===== config.mk =====
export PLATFORM = sky130hd
export DESIGN_NAME = chroma_upsampler_flat
export DESIGN_NICKNAME = d
export VERILOG_FILES = /design/src/rtl/chroma_up_pkg.sv /design/src/rtl/chroma_upsampler_if.sv /design/src/rtl/chroma_up_tap6.sv /design/src/rtl/chroma_upsampler.sv /design/src/flat_wrapper.sv
export SDC_FILE = /design/constraint.sdc
export NUM_CORES = 1
export LEC_CHECK = 0
export BUFFER_PORTS_ARGS = -buffer_cell sky130_fd_sc_hd__buf_2
export CAP_MARGIN = 20
export CORE_MARGIN = 4
export CORE_UTILIZATION = 51
export CTS_CLUSTER_SIZE = 25
export DETAILED_ROUTE_END_ITERATION = 10
export GPL_ROUTABILITY_DRIVEN = 0
export PLACE_DENSITY = 0.68
export SYNTH_ARGS = -nofsm -noshare
export SYNTH_HDL_FRONTEND = slang
export SYNTH_SLANG_ARGS = --single-unit
export TNS_END_PERCENT = 50

===== constraint.sdc =====
create_clock -name CLOCK_50_I -period 18.3 [get_ports CLOCK_50_I]
set_input_delay 0 -clock CLOCK_50_I [delete_from_list [all_inputs] [get_ports CLOCK_50_I]]
set_output_delay 0 -clock CLOCK_50_I [all_outputs]
set_load 0.005 [all_outputs]

===== src/rtl/chroma_up_pkg.sv =====
// Shared constants, state encoding and width helper
// for the 2x horizontal chroma upsampler.
package chroma_up_pkg;

   localparam int C0    = 21;
   localparam int C1    = 52;
   localparam int C2    = 159;
   localparam int RND   = 128;
   localparam int SHIFT = 8;

   typedef enum logic [1:0] {
      IDLE,
      RUN,
      FLUSH
   } state_t;

   // Accumulator width: sample width plus headroom
   // for the tap sums and the signed result.
   function automatic int acc_w(input int dw);
      return dw + 10;
   endfunction

endpackage


===== src/rtl/chroma_upsampler_if.sv =====
// Stream interface for the chroma upsampler:
// line control, input samples and output pairs.
interface chroma_upsampler_if #(
   parameter int DATA_W       = 8,
   parameter int NUM_CH       = 2,
   parameter int LINE_LEN_MAX = 160
);
   localparam int LEN_W = $clog2(LINE_LEN_MAX + 1);

   logic [LEN_W-1:0]         line_len;
   logic                     mode;
   logic                     line_abort;
   logic                     in_valid;
   logic                     in_ready;
   logic [NUM_CH*DATA_W-1:0] in_data;
   logic                     out_valid;
   logic                     out_ready;
   logic [NUM_CH*DATA_W-1:0] out_even;
   logic [NUM_CH*DATA_W-1:0] out_odd;
   logic                     out_last;
   logic                     busy;

   modport master (
      output line_len, mode, line_abort,
      output in_valid, in_data, out_ready,
      input  in_ready, out_valid,
      input  out_even, out_odd, out_last, busy
   );

   modport slave (
      input  line_len, mode, line_abort,
      input  in_valid, in_data, out_ready,
      output in_ready, out_valid,
      output out_even, out_odd, out_last, busy
   );

endinterface


===== src/rtl/chroma_up_tap6.sv =====
// One channel of the 6-tap half-sample FIR with
// rounding, clipping and replicate-mode bypass.
module chroma_up_tap6 #(
   parameter int DATA_W = 8
) (
   input  logic [5:0][DATA_W-1:0] i_win,
   input  logic                   i_mode,
   output logic [DATA_W-1:0]      o_odd
);
   import chroma_up_pkg::*;

   localparam int ACC_W = acc_w(DATA_W);
   localparam int PAD   = ACC_W - DATA_W;

   localparam logic signed [ACC_W-1:0] K0 =
      ACC_W'(C0);
   localparam logic signed [ACC_W-1:0] K1 =
      ACC_W'(C1);
   localparam logic signed [ACC_W-1:0] K2 =
      ACC_W'(C2);
   localparam logic signed [ACC_W-1:0] KR =
      ACC_W'(RND);
   localparam logic signed [ACC_W-1:0] KMAX =
      ACC_W'((1 << DATA_W) - 1);

   logic signed [ACC_W-1:0] w_s05;
   logic signed [ACC_W-1:0] w_s14;
   logic signed [ACC_W-1:0] w_s23;
   logic signed [ACC_W-1:0] w_acc;
   logic signed [ACC_W-1:0] w_q;

   // Symmetric tap sums, weighted sum, scale, clip.
   always_comb begin
      w_s05 = $signed({{PAD{1'b0}}, i_win[0]})
            + $signed({{PAD{1'b0}}, i_win[5]});
      w_s14 = $signed({{PAD{1'b0}}, i_win[1]})
            + $signed({{PAD{1'b0}}, i_win[4]});
      w_s23 = $signed({{PAD{1'b0}}, i_win[2]})
            + $signed({{PAD{1'b0}}, i_win[3]});
      w_acc = K0 * w_s05 - K1 * w_s14
            + K2 * w_s23 + KR;
      w_q   = w_acc >>> SHIFT;
      o_odd = '0;
      if (i_mode)
         o_odd = i_win[2];
      else if (w_q[ACC_W-1])
         o_odd = '0;
      else if (w_q > KMAX)
         o_odd = '1;
      else
         o_odd = w_q[DATA_W-1:0];
   end

endmodule


===== src/rtl/chroma_upsampler.sv =====
// 2x horizontal chroma upsampler: line FSM, sliding
// window per channel and registered output pair.
module chroma_upsampler #(
   parameter int DATA_W       = 8,
   parameter int NUM_CH       = 2,
   parameter int LINE_LEN_MAX = 160
) (
   input logic               CLOCK_50_I,
   input logic               resetn,
   chroma_upsampler_if.slave bus
);
   import chroma_up_pkg::*;

   localparam int LEN_W = $clog2(LINE_LEN_MAX + 1);
   localparam int K_W   = $clog2(LINE_LEN_MAX + 3);
   localparam int DW    = NUM_CH * DATA_W;

   state_t                          r_state;
   logic [NUM_CH-1:0][5:0][DATA_W-1:0] r_win;
   logic [K_W-1:0]                  r_k;
   logic [K_W-1:0]                  r_n;
   logic                            r_mode;
   logic                            r_out_valid;
   logic                            r_out_last;
   logic [DW-1:0]                   r_even;
   logic [DW-1:0]                   r_odd;

   logic [NUM_CH-1:0][5:0][DATA_W-1:0] w_win_sh;
   logic [NUM_CH-1:0][DATA_W-1:0]   w_odd;
   logic [K_W-1:0]                  w_len;
   logic [K_W-1:0]                  w_k_nxt;
   logic [K_W-1:0]                  w_k_end;
   logic [K_W-1:0]                  w_n_m1;
   logic                            w_step_ok;
   logic                            w_in_ready;
   logic                            w_acc;
   logic                            w_shift;
   logic                            w_emit;

   assign w_step_ok  = !r_out_valid || bus.out_ready;
   assign w_in_ready = (r_state != FLUSH) && w_step_ok
                     && !bus.line_abort;
   assign w_acc      = bus.in_valid && w_in_ready;
   assign w_shift    =
      ((r_state == RUN) && w_acc) ||
      ((r_state == FLUSH) && w_step_ok
       && !bus.line_abort);
   assign w_k_nxt    = r_k + K_W'(1);
   assign w_k_end    = r_n + K_W'(2);
   assign w_n_m1     = r_n - K_W'(1);
   assign w_emit     = w_shift && (w_k_nxt >= K_W'(3));

   // Clamp the requested line length to [1, MAX].
   always_comb begin
      w_len = K_W'(bus.line_len);
      if (w_len == '0)
         w_len = K_W'(1);
      else if (w_len > K_W'(LINE_LEN_MAX))
         w_len = K_W'(LINE_LEN_MAX);
   end

   // Post-shift window; flush replicates the right edge.
   always_comb begin
      w_win_sh = r_win;
      for (int c = 0; c < NUM_CH; c++) begin
         for (int i = 0; i < 5; i++)
            w_win_sh[c][i] = r_win[c][i+1];
         w_win_sh[c][5] = (r_state == FLUSH)
            ? r_win[c][5]
            : bus.in_data[c*DATA_W +: DATA_W];
      end
   end

   for (genvar c = 0; c < NUM_CH; c++) begin : g_ch
      chroma_up_tap6 #(
         .DATA_W (DATA_W)
      ) u_tap (
         .i_win  (w_win_sh[c]),
         .i_mode (r_mode),
         .o_odd  (w_odd[c])
      );
   end

   // Line FSM, window shifting and output register.
   always_ff @(posedge CLOCK_50_I or negedge resetn) begin
      if (!resetn) begin
         r_state     <= IDLE;
         r_win       <= '0;
         r_k         <= '0;
         r_n         <= K_W'(1);
         r_mode      <= 1'b0;
         r_out_valid <= 1'b0;
         r_out_last  <= 1'b0;
         r_even      <= '0;
         r_odd       <= '0;
      end else if (bus.line_abort) begin
         r_state     <= IDLE;
         r_k         <= '0;
         r_out_valid <= 1'b0;
         r_out_last  <= 1'b0;
      end else begin
         if (w_emit) begin
            r_out_valid <= 1'b1;
            r_out_last  <= (w_k_nxt == w_k_end);
            for (int c = 0; c < NUM_CH; c++) begin
               r_even[c*DATA_W +: DATA_W] <=
                  w_win_sh[c][2];
               r_odd[c*DATA_W +: DATA_W]  <= w_odd[c];
            end
         end else if (bus.out_ready) begin
            r_out_valid <= 1'b0;
            r_out_last  <= 1'b0;
         end
         unique case (r_state)
            IDLE: begin
               if (w_acc) begin
                  for (int c = 0; c < NUM_CH; c++)
                     for (int i = 0; i < 6; i++)
                        r_win[c][i] <=
                           bus.in_data[c*DATA_W +: DATA_W];
                  r_n     <= w_len;
                  r_mode  <= bus.mode;
                  r_k     <= '0;
                  r_state <= (w_len == K_W'(1))
                           ? FLUSH : RUN;
               end
            end
            RUN: begin
               if (w_acc) begin
                  r_win <= w_win_sh;
                  r_k   <= w_k_nxt;
                  if (w_k_nxt == w_n_m1)
                     r_state <= FLUSH;
               end
            end
            FLUSH: begin
               if (w_shift) begin
                  r_win <= w_win_sh;
                  r_k   <= w_k_nxt;
                  if (w_k_nxt == w_k_end)
                     r_state <= IDLE;
               end
            end
            default: r_state <= IDLE;
         endcase
      end
   end

   assign bus.in_ready  = w_in_ready;
   assign bus.out_valid = r_out_valid;
   assign bus.out_last  = r_out_last;
   assign bus.out_even  = r_even;
   assign bus.out_odd   = r_odd;
   assign bus.busy      = (r_state != IDLE) || r_out_valid;

endmodule


===== src/flat_wrapper.sv =====
// flat-port wrapper written by rule: the top's interface ports become plain ports
module chroma_upsampler_flat import chroma_up_pkg::*;
#(
   parameter int DATA_W       = 8,
   parameter int NUM_CH       = 2,
   parameter int LINE_LEN_MAX = 160
)
  (CLOCK_50_I, resetn, bus_line_len, bus_mode, bus_line_abort, bus_in_valid, bus_in_data, bus_out_ready, bus_in_ready, bus_out_valid, bus_out_even, bus_out_odd, bus_out_last, bus_busy);
  chroma_upsampler_if #(.DATA_W(DATA_W), .NUM_CH(NUM_CH), .LINE_LEN_MAX(LINE_LEN_MAX)) bus_i ();
  input logic CLOCK_50_I;
  input logic resetn;
  input wire logic [$bits(bus_i.line_len)-1:0] bus_line_len;
  input wire logic [$bits(bus_i.mode)-1:0] bus_mode;
  input wire logic [$bits(bus_i.line_abort)-1:0] bus_line_abort;
  input wire logic [$bits(bus_i.in_valid)-1:0] bus_in_valid;
  input wire logic [$bits(bus_i.in_data)-1:0] bus_in_data;
  input wire logic [$bits(bus_i.out_ready)-1:0] bus_out_ready;
  output wire logic [$bits(bus_i.in_ready)-1:0] bus_in_ready;
  output wire logic [$bits(bus_i.out_valid)-1:0] bus_out_valid;
  output wire logic [$bits(bus_i.out_even)-1:0] bus_out_even;
  output wire logic [$bits(bus_i.out_odd)-1:0] bus_out_odd;
  output wire logic [$bits(bus_i.out_last)-1:0] bus_out_last;
  output wire logic [$bits(bus_i.busy)-1:0] bus_busy;
  assign bus_i.line_len = bus_line_len;
  assign bus_i.mode = bus_mode;
  assign bus_i.line_abort = bus_line_abort;
  assign bus_i.in_valid = bus_in_valid;
  assign bus_i.in_data = bus_in_data;
  assign bus_i.out_ready = bus_out_ready;
  assign bus_in_ready = bus_i.in_ready;
  assign bus_out_valid = bus_i.out_valid;
  assign bus_out_even = bus_i.out_even;
  assign bus_out_odd = bus_i.out_odd;
  assign bus_out_last = bus_i.out_last;
  assign bus_busy = bus_i.busy;
  chroma_upsampler #(.DATA_W(DATA_W), .NUM_CH(NUM_CH), .LINE_LEN_MAX(LINE_LEN_MAX)) u_core (.CLOCK_50_I(CLOCK_50_I), .resetn(resetn), .bus(bus_i));
endmodule

# Yosys cells after proc, flatten, opt, wreduce, memory -nomap -nowiden
# Cells that the tools add are included.
classes:
  n_addsub: 15
  mul: 6
  n_lt_le_gt_ge: 4
  n_eq_ne: 14
  n_mux: 32
  bitwise_logic: 1
  reduce_logical: 23
ops:
  columns: ["op", "count"]
  rows:
  - ["2-to-1 mux 96 bit", 3]
  - ["one-hot mux 96 bit (3 select lines)", 1]
  - ["2-to-1 mux 8 bit", 14]
  - ["adder 8 x 8 -> 9 bit", 6]
  - ["adder 18 bit", 2]
  - ["adder 18 x 9 -> 18 bit, second input constant", 2]
  - ["multiplier 6 x 18 -> 18 bit, first input constant", 2]
  - ["subtractor 18 x 16 -> 18 bit", 2]
  - ["multiplier 8 x 9 -> 17 bit, first input constant", 2]
  - ["multiplier 4 x 9 -> 13 bit, first input constant", 2]
  - ["one-hot mux 8 bit (3 select lines)", 1]
  - ["> comparator 10 x 9 -> 1 bit, second input constant", 2]
  - ["equality test 8 bit", 2]
  - ["2-to-1 mux 2 bit", 7]
  - ["AND reduction 5 bit", 2]
  - ["inequality test 3 x 2 -> 1 bit, second input constant", 3]
  - ["adder 8 x 1 -> 8 bit, second input constant", 1]
  - ["adder 8 x 2 -> 8 bit, second input constant", 1]
  - ["equality test 8 x 1 -> 1 bit, second input constant", 1]
  - [">= comparator 8 x 2 -> 1 bit, second input constant", 1]
  - ["> comparator 8 bit, second input constant", 1]
  - ["logical NOT 8 bit", 1]
  - ["subtractor 8 x 1 -> 8 bit, second input constant", 1]
  - ["logical AND 1 bit", 7]
  - ["17 further kinds", 28]
totals:
  regBits: 133

# Logic depth before layout (Yosys ltp)
# Gate-level depths: netlist of run 1.
logic_depth:
  ltp_word: 11
  ltp_mapped: 33
  mapped_depth_nobuf: 33

# By module
# A second synthesis of run 1 with hierarchy kept.
unflattened:
  hier_cells: 1869
  area_unflattened_um2: 16876.2
by_module_without_submodules:
  columns: ["mod", "instances", "cells_each", "area_each_um2"]
  rows:
  - ["chroma_upsampler", 1, 621, 6446.2]
  - ["chroma_up_tap6 at u_core.g_ch[1].u_tap", 1, 638, 5345.1]
  - ["chroma_up_tap6 at u_core.g_ch[0].u_tap", 1, 610, 5084.9]

# Least setup slack after synthesis of run 1
# OpenSTA, ideal clock, no wires.
synth_path:
  path_type: "register -> register"
  from: "register u_core.r_win[72] in the netlist's numbering"
  to: "register u_core.r_odd[10], in the netlist u_core.bus.out_odd[10]"
  setup_time_ns: 0.090
  arrival_time_ns: 7.764
  slack_ns: 10.445
  stages_incl_launch_ff: 31
  path_buffers: 0
  period_less_slack_ns: 7.855
  path_cell_list: "dfrtp_1 > ha_1 > fa_1 > a21o_1 > a21oi_1 > o21bai_1 > a21oi_1 > xnor2_1 > fa_1 > ha_1 > fa_1 > inv_1 > fa_1 > inv_1 > ha_1 > a21o_1 > a31o_2 > a41oi_1 > nor2b_1 > xnor2_1 > fa_1 > ha_1 > ha_1 > a21oi_1 > o21bai_1 > a21o_1 > a21o_1 > a211o_1 > a21oi_1 > nor2_1 > o221ai_1"
synth_between:
  elab_chain_len: 8
synth_rtl:
  columns: ["element", "line_no", "rtl"]
  rows:
  - ["start: declaration", "chroma_upsampler.sv:19", "logic [NUM_CH-1:0][5:0][DATA_W-1:0] r_win;"]
  - ["start signal: indexed assignment", "chroma_upsampler.sv:119", "r_win[c][i] <="]
  - ["start signal: assignment", "chroma_upsampler.sv:130", "r_win <= w_win_sh;"]
  - ["start signal: assignment", "chroma_upsampler.sv:138", "r_win <= w_win_sh;"]
  - ["adder 8 x 8 -> 9 bit *", "chroma_up_tap6.sv:39", "+ $signed({{PAD{1'b0}}, i_win[3]});"]
  - ["multiplier 8 x 9 -> 17 bit *", "chroma_up_tap6.sv:41", "+ K2 * w_s23 + KR;"]
  - ["adder 18 bit *", "chroma_up_tap6.sv:41", null]
  - ["adder 18 x 9 -> 18 bit *", "chroma_up_tap6.sv:41", null]
  - ["> comparator 10 x 9 -> 1 bit", "chroma_up_tap6.sv:48", "else if (w_q > KMAX)"]
  - ["2-to-1 mux 8 bit", "chroma_up_tap6.sv:48", null]
  - ["2-to-1 mux 8 bit *", "chroma_up_tap6.sv:46", "else if (w_q[ACC_W-1])"]
  - ["2-to-1 mux 8 bit *", "chroma_up_tap6.sv:44", "if (i_mode)"]
  - ["end signal: indexed assignment", "chroma_upsampler.sv:108", "r_odd[c*DATA_W +: DATA_W] <= w_odd[c];"]
  - ["end: declaration", "chroma_upsampler.sv:26", "logic [DW-1:0] r_odd;"]
# Mark *: on every way between the ends. The rest lies on a longest branch, timed or not.
# A chain may end at the register's enable or synchronous reset.

# Worst setup path after layout of run 1
layout_path:
  from: "register u_core.r_win[25] in the netlist's numbering"
  to: "register u_core.r_odd[0], in the netlist u_core.bus.out_odd[0]"
# The elaborated chain is that of the path after synthesis.

==> report_table.html, run 1 <==
<table>
<tr><th>Metric</th><th>Value</th></tr>
<tr><th colspan="2">Die</th></tr>
<tr><td>Die outline height</td><td>approximately 180 um</td></tr>
<tr><td>Die Footprint</td><td>between 30000 and 40000 um2</td></tr>
<tr><td>Starting Density</td><td>0.517</td></tr>
<tr><td>Core Footprint</td><td>30600 um2</td></tr>
<tr><td>I/O Pins</td><td>between 60 and 70</td></tr>
<tr><td>Die X-Extent</td><td>184 um</td></tr>
<tr><td>Site row count</td><td>64</td></tr>
<tr><th colspan="2">Clocking</th></tr>
<tr><td>Number of cells upsized or downsized after cts</td><td>0</td></tr>
<tr><td>Clock latency on the worst-skew pair</td><td>0.43 ns</td></tr>
<tr><td>Clock Sinks</td><td>133</td></tr>
<tr><td>Clock tree from TritonCTS</td><td>yes</td></tr>
<tr><td>Maximum clock insertion buffer count</td><td>2</td></tr>
<tr><td>Number of H-tree branching levels</td><td>4</td></tr>
<tr><td>Clock tree root driver cell</td><td>sky130_fd_sc_hd__clkbuf_16</td></tr>
<tr><td>Number of buffers inserted by hold repair at cts</td><td>29</td></tr>
<tr><td>Clock-pin slew on the worst setup and hold paths</td><td>~0.060 ns</td></tr>
<tr><td>Setup Fix Bufs, Post-CTS</td><td>0</td></tr>
<tr><td>Num CTS Buffers</td><td>17</td></tr>
<tr><th colspan="2">Timing</th></tr>
<tr><td>Min Tclk post-route</td><td>around 8.9 ns</td></tr>
<tr><td>Max-slew headroom at the worst pin</td><td>0.371</td></tr>
<tr><td>Fmax</td><td>approximately 0.11 GHz</td></tr>
<tr><td>Setup TNS</td><td>0 ns</td></tr>
<tr><td>Count of endpoints failing setup in the final report</td><td>0</td></tr>
<tr><td>Tcrit/Tclk final</td><td>0.485</td></tr>
<tr><td>Final hold violation count</td><td>0</td></tr>
<tr><td>Final max-slew violation count</td><td>0</td></tr>
<tr><td>Unrepaired setup endpoints after global routing</td><td>false</td></tr>
<tr><td>Maximum clock skew at final layout</td><td>about 0.017 ns</td></tr>
<tr><td>Slew at the pin closest to its max-slew limit</td><td>~0.94 ns</td></tr>
<tr><th colspan="2">Hold path</th></tr>
<tr><td>Min-delay src</td><td>bus_in_valid</td></tr>
<tr><td>Worst hold path type</td><td>in -&gt; reg</td></tr>
<tr><th colspan="2">Route</th></tr>
<tr><td>Total DRC errors in the routed layout</td><td>0</td></tr>
<tr><td>Post-detailed-route count of antenna-violating nets</td><td>0</td></tr>
<tr><td>Routed metal-1 wirelength</td><td>16100 um</td></tr>
<tr><td>Ratio of routed vias to standard cells</td><td>~5.4</td></tr>
<tr><td>DRT Pass-1 Iters</td><td>5</td></tr>
<tr><td>Initial DRC count</td><td>slightly below 600</td></tr>
<tr><td>Count of vias placed by the detailed router</td><td>approximately 12000</td></tr>
<tr><td>WL met2</td><td>roughly 18000 um</td></tr>
<tr><td>Met3 wirelength from detailed routing</td><td>about 940 um</td></tr>
<tr><td>Post-Route WL</td><td>roughly 36000 um</td></tr>
<tr><td>DR WL/cell</td><td>~16 um</td></tr>
<tr><td>Top routing layer in use</td><td>met4</td></tr>
<tr><th colspan="2">Setup path</th></tr>
<tr><td>Worst r2r path cells</td><td>29</td></tr>
<tr><td>Largest fanout on the critical path</td><td>6</td></tr>
<tr><td>Most repeated library cell on the critical path</td><td>sky130_fd_sc_hd__fa_1</td></tr>
<tr><td>Worst path max stage delay</td><td>about 0.6 ns</td></tr>
<tr><td>CP arrival</td><td>9.20 ns</td></tr>
<tr><td>Critical register-to-register path startpoint</td><td>u_core.r_win[25]$_DFFE_PN0P_</td></tr>
<tr><td>Family with the most delay on the worst path</td><td>adder cells</td></tr>
<tr><td>Capture instance of the worst register-to-register path</td><td>u_core.bus.out_odd[0]$_DFFE_PN0P_</td></tr>
<tr><td>CP startpoint kind</td><td>register</td></tr>
<tr><td>Path type of the worst setup path</td><td>reg -&gt; reg</td></tr>
<tr><td>Worst setup path end</td><td>u_core.bus.out_odd[0]$_DFFE_PN0P_</td></tr>
<tr><td>Buf+Inv Stages, Crit Path</td><td>4</td></tr>
<tr><td>Register-to-register setup slack</td><td>between 9 and 10 ns</td></tr>
<tr><td>CP Data Required Time</td><td>roughly 19 ns</td></tr>
<tr><td>Worst setup path startpoint</td><td>u_core.r_win[25]$_DFFE_PN0P_</td></tr>
<tr><td>Slowest library cell on the worst path</td><td>sky130_fd_sc_hd__nor3_1</td></tr>
<tr><td>Number of gates on the worst path with buffers counted</td><td>29</td></tr>
<tr><td>Sort of element at the end of the critical path</td><td>register</td></tr>
<tr><th colspan="2">Placement</th></tr>
<tr><td>DP HPWL</td><td>around 30000 um</td></tr>
<tr><td>Port buffer count</td><td>65</td></tr>
<tr><th colspan="2">GRT</th></tr>
<tr><td>Vias in the first global route</td><td>between 10000 and 15000</td></tr>
<tr><td>Largest net degree at the start of global routing</td><td>slightly above 100</td></tr>
<tr><td>Overall routing resource usage</td><td>0.219</td></tr>
<tr><td>Wire length of the first global-routing pass</td><td>between 60000 and 70000 um</td></tr>
<tr><td>Overflow left after global routing</td><td>0</td></tr>
<tr><td>Antenna violations before repair</td><td>0</td></tr>
<tr><th colspan="2">Yosys</th></tr>
<tr><td>Synthesized area per cell</td><td>around 9 um2</td></tr>
<tr><td>Most common flop cell mapped by yosys</td><td>sky130_fd_sc_hd__dfrtp_1</td></tr>
<tr><td>Mapped Cells</td><td>around 1700</td></tr>
<tr><td>Netlist area before placement</td><td>around 16000 um2</td></tr>
<tr><td>Sequential-to-total area share from yosys stat</td><td>0.210</td></tr>
<tr><td>Post-synth EDFFs</td><td>0</td></tr>
<tr><td>Post-synth net total</td><td>approximately 2200</td></tr>
<tr><td>Number of synthesized register bits</td><td>133</td></tr>
<tr><td>Number of distinct library cell variants in the gate-level netlist after synthesis</td><td>between 60 and 70</td></tr>
<tr><td>Count of yosys warnings during synthesis</td><td>0</td></tr>
<tr><td>Async set-or-reset flop fraction in the synthesized netlist</td><td>1.00</td></tr>
<tr><th colspan="2">Cells and area</th></tr>
<tr><td>Area added between synthesis and finish</td><td>10.4%</td></tr>
<tr><td>Final Util</td><td>0.571</td></tr>
<tr><td>Count of nets after finishing</td><td>2228</td></tr>
<tr><td>Antenna diode count</td><td>0</td></tr>
<tr><td>Fraction of final layout cells sized beyond drive strength 1</td><td>0.0919</td></tr>
<tr><th colspan="2">Job</th></tr>
<tr><td>Maxcap violations</td><td>0</td></tr>
<tr><th colspan="2">Outcome</th></tr>
<tr><td>Result of the run</td><td>finished, final reports clean</td></tr>
</table>
[layout by cell type, fill, tap and decap left out, types with 16 or more instances in the layout]
| cell | n |
|---|---|
| sky130_fd_sc_hd__fa_1 | 110 |
| sky130_fd_sc_hd__o21ai_0 | 49 |
| sky130_fd_sc_hd__nand2b_1 | 16 |
| sky130_fd_sc_hd__dlygate4sd3_1 | 29 |
| sky130_fd_sc_hd__buf_2 | 64 |
| sky130_fd_sc_hd__xnor2_1 | 97 |
| sky130_fd_sc_hd__xor2_1 | 41 |
| sky130_fd_sc_hd__dfrtp_1 | 132 |
| sky130_fd_sc_hd__a21oi_1 | 213 |
| sky130_fd_sc_hd__o221ai_1 | 16 |
| sky130_fd_sc_hd__a21o_1 | 31 |
| sky130_fd_sc_hd__clkbuf_16 | 17 |
| sky130_fd_sc_hd__inv_1 | 291 |
| sky130_fd_sc_hd__nor2b_1 | 24 |
| sky130_fd_sc_hd__mux2_2 | 48 |
| sky130_fd_sc_hd__nand2_1 | 67 |
| sky130_fd_sc_hd__o21bai_1 | 28 |
| sky130_fd_sc_hd__nor2_1 | 120 |
| sky130_fd_sc_hd__ha_1 | 272 |
[through the flow]
stage | std cells | cell area [um2] | setup slack [ns] | hold slack (ns)
floorplan | 1742 | 15800 | 10.45 | -0.296
global placement | 2163 | 16500 | 9.64 | 0.0525
detailed placement | 2163 | 16500 | 9.44 | 0.0562
CTS | 2224 | 17500 | 9.43 | 0.0297
global route | 2224 | 17500 | 8.82 | 0.0536
finish | 2224 | 17500 | 9.43 | 0.0419
[final cells by class]
| type | count | area (um2) |
|---|---|---|
| clock buffers | 17 | 425 |
| multi-input cells | 1270 | 11200 |
| repair buffers | 102 | 682 |
| inverters | 291 | 1090 |
| flip-flops and latches | 133 | 3330 |
| well taps | 396 | 495 |
| fillers | 2763 | 13100 |
| clock inverters | 15 | 211 |
[synth_stat cells (13+ instances only)]
| cell type | count | area, um2 |
|---|---|---|
| sky130_fd_sc_hd__dfrtp_1 | 132 | 3300 |
| sky130_fd_sc_hd__mux2_2 | 48 | 541 |
| sky130_fd_sc_hd__clkbuf_1 | 40 | 150 |
| sky130_fd_sc_hd__inv_1 | 291 | 1090 |
| sky130_fd_sc_hd__nor2_1 | 120 | 450 |
| sky130_fd_sc_hd__nand2b_1 | 16 | 100 |
| sky130_fd_sc_hd__nand3_1 | 13 | 65.1 |
| sky130_fd_sc_hd__xnor2_1 | 97 | 850 |
| sky130_fd_sc_hd__o221ai_1 | 16 | 140 |
| sky130_fd_sc_hd__o21ai_0 | 49 | 245 |
| sky130_fd_sc_hd__a21oi_1 | 213 | 1070 |
| sky130_fd_sc_hd__o21bai_1 | 28 | 210 |
| sky130_fd_sc_hd__fa_1 | 110 | 2200 |
| sky130_fd_sc_hd__a21o_1 | 31 | 233 |
| sky130_fd_sc_hd__nor2b_1 | 24 | 150 |
| sky130_fd_sc_hd__nor3_1 | 13 | 65.1 |
| sky130_fd_sc_hd__ha_1 | 273 | 3420 |
| sky130_fd_sc_hd__xor2_1 | 41 | 359 |
| sky130_fd_sc_hd__nand2_1 | 67 | 251 |
[worst min path at each step]
stage               slack [ns]                             to  cells after the start
floorplan                -0.30                      async pin                      0
global placement          0.05    u_core.r_win[8]$_DFFE_PN0P_                      1
detailed placement        0.06    u_core.r_win[8]$_DFFE_PN0P_                      1
CTS                       0.03  u_core.r_state[0]$_DFFE_PN0P_                      5
global route              0.05  u_core.r_state[0]$_DFFE_PN0P_                      5
finish                    0.04  u_core.r_state[0]$_DFFE_PN0P_                      5
[routing by layer]
metal,track usage,up-vias
li1,-,5993
met3,0.0239,46
met4,0.0583,0
met2,0.390,191
met5,0,-
met1,0.285,5813
[cell families (layout without fill, tap and decap cells)]
| family | count (synthesis) | count (layout) | share of synthesized area |
|---|---|---|---|
| AO/OA/AOI/OAI | 402 | 402 | 0.152 |
| adder cells (fa/ha/maj) | 385 | 385 | 0.356 |
| buffers and inverters | 339 | 425 | 0.0818 |
| AND/OR/NAND/NOR | 295 | 295 | 0.0877 |
| XOR/XNOR | 138 | 138 | 0.0764 |
| flip-flops | 133 | 133 | 0.210 |
| multiplexers | 50 | 50 | 0.0354 |
[worst reg2reg max path, delay by kind of cell (launching register included)]
family / cells / cell delay [ns]
flops: 1 / 0.48
compound gates: 10 / 2.10
xor+xnor: 2 / 0.60
simple gates: 3 / 1.00
fa+ha+maj: 10 / 4.20
buf+inv: 4 / 0.39
Power of run 1 is not shown: default switching activity piles up to over one toggle a cycle in this logic, so the estimate is an artifact.
==> run 2: changes to the inputs <==
- ABC_AREA: unset -> 1
- PLACE_DENSITY: 0.68 -> 0.7
- clock period: 18.3 -> 7.2 ns (I/O delays scaled with it)
==> run 2 against run 1 <==
Compared with the run above: the run now ends with setup timing left; final area is 22% higher; wire length is 30% higher; clock skew is 0.0027 ns lower; final cell count is 34% higher; utilization is 7.8 points higher; synthesized cell count is 31% higher; highest routed layer unchanged; sequential cell count stayed put; die area is 7.9% higher.
==> report_table.html, run 2 <==
<table>
<tr><th>Metric</th><th>Value</th></tr>
<tr><th colspan="2">Outcome</th></tr>
<tr><td>Result of the run</td><td>finished with violations</td></tr>
<tr><td>Failing checks</td><td>setup timing</td></tr>
<tr><th colspan="2">GRT</th></tr>
<tr><td>Largest net degree at the start of global routing</td><td>129 (+26%)</td></tr>
<tr><td>Wire length of the first global-routing pass</td><td>73700 um (+21%)</td></tr>
<tr><td>Antenna violations before repair</td><td>0 (unchanged)</td></tr>
<tr><td>Overflow left after global routing</td><td>0 (unchanged)</td></tr>
<tr><td>Vias in the first global route</td><td>15400 (+27%)</td></tr>
<tr><td>Overall routing resource usage</td><td>0.248 (+0.0286)</td></tr>
<tr><th colspan="2">Yosys</th></tr>
<tr><td>Netlist area before placement</td><td>17100 um2 (+8.3%)</td></tr>
<tr><td>Synth area leaders</td><td>sky130_fd_sc_hd__ha_1 20%, sky130_fd_sc_hd__dfrtp_1 19%, sky130_fd_sc_hd__fa_1 13%</td></tr>
<tr><td>Mapped Cells</td><td>2290 (+31%)</td></tr>
<tr><td>Number of synthesized register bits</td><td>133 (unchanged)</td></tr>
<tr><td>Synthesized area per cell</td><td>7.48 um2 (-18%)</td></tr>
<tr><td>Sequential-to-total area share from yosys stat</td><td>0.194 (-0.0161)</td></tr>
<tr><td>Async set-or-reset flop fraction in the synthesized netlist</td><td>1.00 (unchanged)</td></tr>
<tr><td>Dominant cell by count in the synthesized netlist</td><td>sky130_fd_sc_hd__nand2_1</td></tr>
<tr><td>Area leader, netlist</td><td>sky130_fd_sc_hd__ha_1</td></tr>
<tr><td>Most instantiated cells after synthesis</td><td>557 x sky130_fd_sc_hd__nand2_1, 475 x sky130_fd_sc_hd__inv_1, 273 x sky130_fd_sc_hd__ha_1</td></tr>
<tr><td>Post-synth net total</td><td>2703 (+25%)</td></tr>
<tr><td>Post-synth EDFFs</td><td>0 (unchanged)</td></tr>
<tr><td>Number of distinct library cell variants in the gate-level netlist after synthesis</td><td>46 (-26%)</td></tr>
<tr><td>Area fraction of the dominant cell type after synthesis</td><td>0.199 (-0.0165)</td></tr>
<tr><td>Count of yosys warnings during synthesis</td><td>0 (unchanged)</td></tr>
<tr><td>Most common flop cell mapped by yosys</td><td>sky130_fd_sc_hd__dfrtp_1</td></tr>
<tr><th colspan="2">Route</th></tr>
<tr><td>Count of vias placed by the detailed router</td><td>15700 (+30%)</td></tr>
<tr><td>Post-Route WL</td><td>47100 um (+30%)</td></tr>
<tr><td>DR WL/cell</td><td>15.8 um (-3.4%)</td></tr>
<tr><td>Total DRC errors in the routed layout</td><td>0 (unchanged)</td></tr>
<tr><td>Ratio of routed vias to standard cells</td><td>5.25 (-3.1%)</td></tr>
<tr><td>Post-detailed-route count of antenna-violating nets</td><td>0 (unchanged)</td></tr>
<tr><td>DRT Pass-1 Iters</td><td>6 (+1)</td></tr>
<tr><td>Initial DRC count</td><td>1108 (+89%)</td></tr>
<tr><th colspan="2">Setup path</th></tr>
<tr><td>Worst r2r path cells</td><td>42 (+45%)</td></tr>
<tr><td>Sort of element at the end of the critical path</td><td>register</td></tr>
<tr><td>Register-to-register setup slack</td><td>-0.06 ns (-9.49 ns)</td></tr>
<tr><td>CP arrival</td><td>7.58 ns (-1.62 ns)</td></tr>
<tr><td>CP Data Required Time</td><td>7.53 ns (-11.10 ns)</td></tr>
<tr><td>Worst setup path startpoint</td><td>u_core.r_win[80]$_DFFE_PN0P_</td></tr>
<tr><td>Number of gates on the worst path with buffers counted</td><td>42 (+45%)</td></tr>
<tr><td>Slowest library cell on the worst path</td><td>sky130_fd_sc_hd__fa_1</td></tr>
<tr><td>Largest fanout on the critical path</td><td>8 (+2)</td></tr>
<tr><td>Critical register-to-register path startpoint</td><td>u_core.r_win[80]$_DFFE_PN0P_</td></tr>
<tr><td>Worst setup path end</td><td>u_core.bus.out_odd[8]$_DFFE_PN0P_</td></tr>
<tr><td>Capture instance of the worst register-to-register path</td><td>u_core.bus.out_odd[8]$_DFFE_PN0P_</td></tr>
<tr><td>CP startpoint kind</td><td>register</td></tr>
<tr><td>Buf+Inv Stages, Crit Path</td><td>10 (+6)</td></tr>
<tr><td>Path type of the worst setup path</td><td>reg -&gt; reg</td></tr>
<tr><td>Worst path max stage delay</td><td>0.55 ns (-0.05 ns)</td></tr>
<tr><td>Most repeated library cell on the critical path</td><td>sky130_fd_sc_hd__nand2_1</td></tr>
<tr><td>Family with the most delay on the worst path</td><td>adder cells</td></tr>
<tr><th colspan="2">Timing</th></tr>
<tr><td>Final hold violation count</td><td>0 (unchanged)</td></tr>
<tr><td>Count of endpoints failing setup in the final report</td><td>8 (+8)</td></tr>
<tr><td>Tcrit/Tclk final</td><td>1.01 (+0.523)</td></tr>
<tr><td>Max-slew headroom at the worst pin</td><td>0.357 (-0.0132)</td></tr>
<tr><td>Worst hold slack</td><td>0.109 ns (+0.0666 ns)</td></tr>
<tr><td>Maximum clock skew at final layout</td><td>0.0138 ns (-0.00268 ns)</td></tr>
<tr><td>Unrepaired setup endpoints after global routing</td><td>true</td></tr>
<tr><td>Worst setup slack after layout</td><td>-0.0562 ns (-9.49 ns)</td></tr>
<tr><td>Slew at the pin closest to its max-slew limit</td><td>0.964 ns (+0.0198 ns)</td></tr>
<tr><td>Min Tclk post-route</td><td>7.26 ns (-1.61 ns)</td></tr>
<tr><td>Final max-slew violation count</td><td>0 (unchanged)</td></tr>
<tr><td>Fmax</td><td>0.138 GHz (+22%)</td></tr>
<tr><th colspan="2">Cells and area</th></tr>
<tr><td>Area added between synthesis and finish</td><td>24.4%</td></tr>
<tr><td>Antenna diode count</td><td>0 (unchanged)</td></tr>
<tr><td>Most used cells in the layout excluding fill and tap cells</td><td>515 x sky130_fd_sc_hd__nand2_1, 460 x sky130_fd_sc_hd__inv_1, 229 x sky130_fd_sc_hd__ha_1</td></tr>
<tr><td>Fraction of final layout cells sized beyond drive strength 1</td><td>0.195 (+0.104)</td></tr>
<tr><td>Count of nets after finishing</td><td>2943 (+32%)</td></tr>
<tr><td>Fill cells</td><td>2705 (-2.1%)</td></tr>
<tr><td>Most common cell after layout, fill and taps aside</td><td>sky130_fd_sc_hd__nand2_1</td></tr>
<tr><th colspan="2">Job</th></tr>
<tr><td>Maxcap violations</td><td>0 (unchanged)</td></tr>
<tr><th colspan="2">Die</th></tr>
<tr><td>Core Footprint</td><td>32900 um2 (+7.4%)</td></tr>
<tr><td>Die X-Extent</td><td>191 um (+3.9%)</td></tr>
<tr><td>Die Footprint</td><td>36600 um2 (+7.9%)</td></tr>
<tr><td>Site row count</td><td>66 (+3.1%)</td></tr>
<tr><td>I/O Pins</td><td>66 (unchanged)</td></tr>
<tr><td>Starting Density</td><td>0.522 (+0.00408)</td></tr>
<tr><td>Die outline height</td><td>191 um (+3.9%)</td></tr>
<tr><th colspan="2">Placement</th></tr>
<tr><td>Port buffer count</td><td>65 (unchanged)</td></tr>
<tr><td>DP HPWL</td><td>35800 um (+21%)</td></tr>
<tr><th colspan="2">Clocking</th></tr>
<tr><td>Num CTS Buffers</td><td>17 (unchanged)</td></tr>
<tr><td>Maximum clock insertion buffer count</td><td>2 (unchanged)</td></tr>
<tr><td>Number of H-tree branching levels</td><td>4 (unchanged)</td></tr>
<tr><td>Clock-pin slew on the worst setup and hold paths</td><td>0.07 ns (about the same)</td></tr>
<tr><td>Clock tree from TritonCTS</td><td>yes</td></tr>
<tr><td>Clock Sinks</td><td>133 (unchanged)</td></tr>
<tr><td>Clock latency on the worst-skew pair</td><td>0.44 ns (about the same)</td></tr>
<tr><td>Clock tree root driver cell</td><td>sky130_fd_sc_hd__clkbuf_16</td></tr>
<tr><th colspan="2">Hold path</th></tr>
<tr><td>Worst hold path type</td><td>in -&gt; async</td></tr>
</table>
-- run 2: cell types whose count changed after synthesis, moves of 20 or more --
cell                       before  now
sky130_fd_sc_hd__nand4_1        2   22
sky130_fd_sc_hd__xnor2_1       97   42
sky130_fd_sc_hd__o21ai_0       49  175
sky130_fd_sc_hd__clkbuf_1      40   18
sky130_fd_sc_hd__inv_1        291  475
sky130_fd_sc_hd__nand2_1       67  557
sky130_fd_sc_hd__a21o_1        31    7
sky130_fd_sc_hd__nor2_1       120   81
sky130_fd_sc_hd__nand3_1       13   85
sky130_fd_sc_hd__mux2_2        48    0
sky130_fd_sc_hd__a21oi_1      213  105
sky130_fd_sc_hd__nor2b_1       24    0
sky130_fd_sc_hd__xor2_1        41   67
-- run 2: cell type report --
cell class / instances / area (um2) / area share
flip-flops and latches: 133 / 3330 / 0.156
multi-input cells: 1635 / 13000 / 0.612
repair buffers: 264 / 1950 / 0.0917
clock inverters: 15 / 208 / 0.00974
inverters: 479 / 1800 / 0.0845
clock buffers: 17 / 425 / 0.0200
well taps: 442 / 553 / 0.0259
-- run 2: worst reg2reg max path, delay by kind of cell, from the launching register on --
kind	cells	cell delay [ns]
buffers and inverters	10	0.98
DFF	1	0.39
xor gates and xnor gates	3	0.53
AOI/OAI and AO/OA	5	0.80
adders and majority gates	10	3.42
and+or+nand+nor	14	1.04
-- run 2: worst min-delay path by stage --
stage	start	to	cells after the start
5_1_grt	resetn	u_core.bus.out_even[9]$_DFFE_PN0P_	2
3_5_place_dp	resetn	u_core.r_n[4]$_DFFE_PN0P_	1
2_1_floorplan	resetn	async pin	0
6_report	resetn	u_core.r_n[4]$_DFFE_PN0P_	2
3_3_place_gp	resetn	u_core.r_n[7]$_DFFE_PN0P_	1
4_1_cts	resetn	u_core.bus.out_even[8]$_DFFE_PN0P_	2
-- run 2: kinds of logic after synthesis --
family | Yosys count | synth area share
and+or+nand+nor | 801 | 0.196
DFF | 133 | 0.194
adders and majority gates | 383 | 0.328
xor gates and xnor gates | 109 | 0.0557
muxes | 1 | 0.000584
AOI/OAI and AO/OA | 341 | 0.109
buffers and inverters | 522 | 0.117
-- run 2: through the flow --
stage	cell area, um2	std cells	util	TNS [ns]	worst slack, ns
2_1_floorplan	17100	2290	-	0	0.0379
3_3_place_gp	18900	2891	0.574	-3.71	-0.363
3_5_place_dp	18900	2891	0.574	-5.95	-0.481
4_1_cts	20300	2959	0.617	-0.00722	-0.00722
5_1_grt	21300	2985	0.649	-5.19	-0.430
6_report	21300	2985	0.649	-0.384	-0.0562
-- run 2: per-layer routing --
layer  GRT usage  part of all wire
met1       0.338              0.44
met2       0.412              0.47
met3      0.0363             0.061
met4      0.0707             0.026
met5           0                 0
-- run 2: repair_timing --
item                                    CTS  global route
gates cloned                              0             0
buffers inserted                          5            25
pin swaps                                27           115
endpoints found under the setup margin   16            16
endpoints found under the hold margin    97             0
hold buffers                             31             0
gates resized for setup                  82           163
Power of run 2 is left out for the same reason.
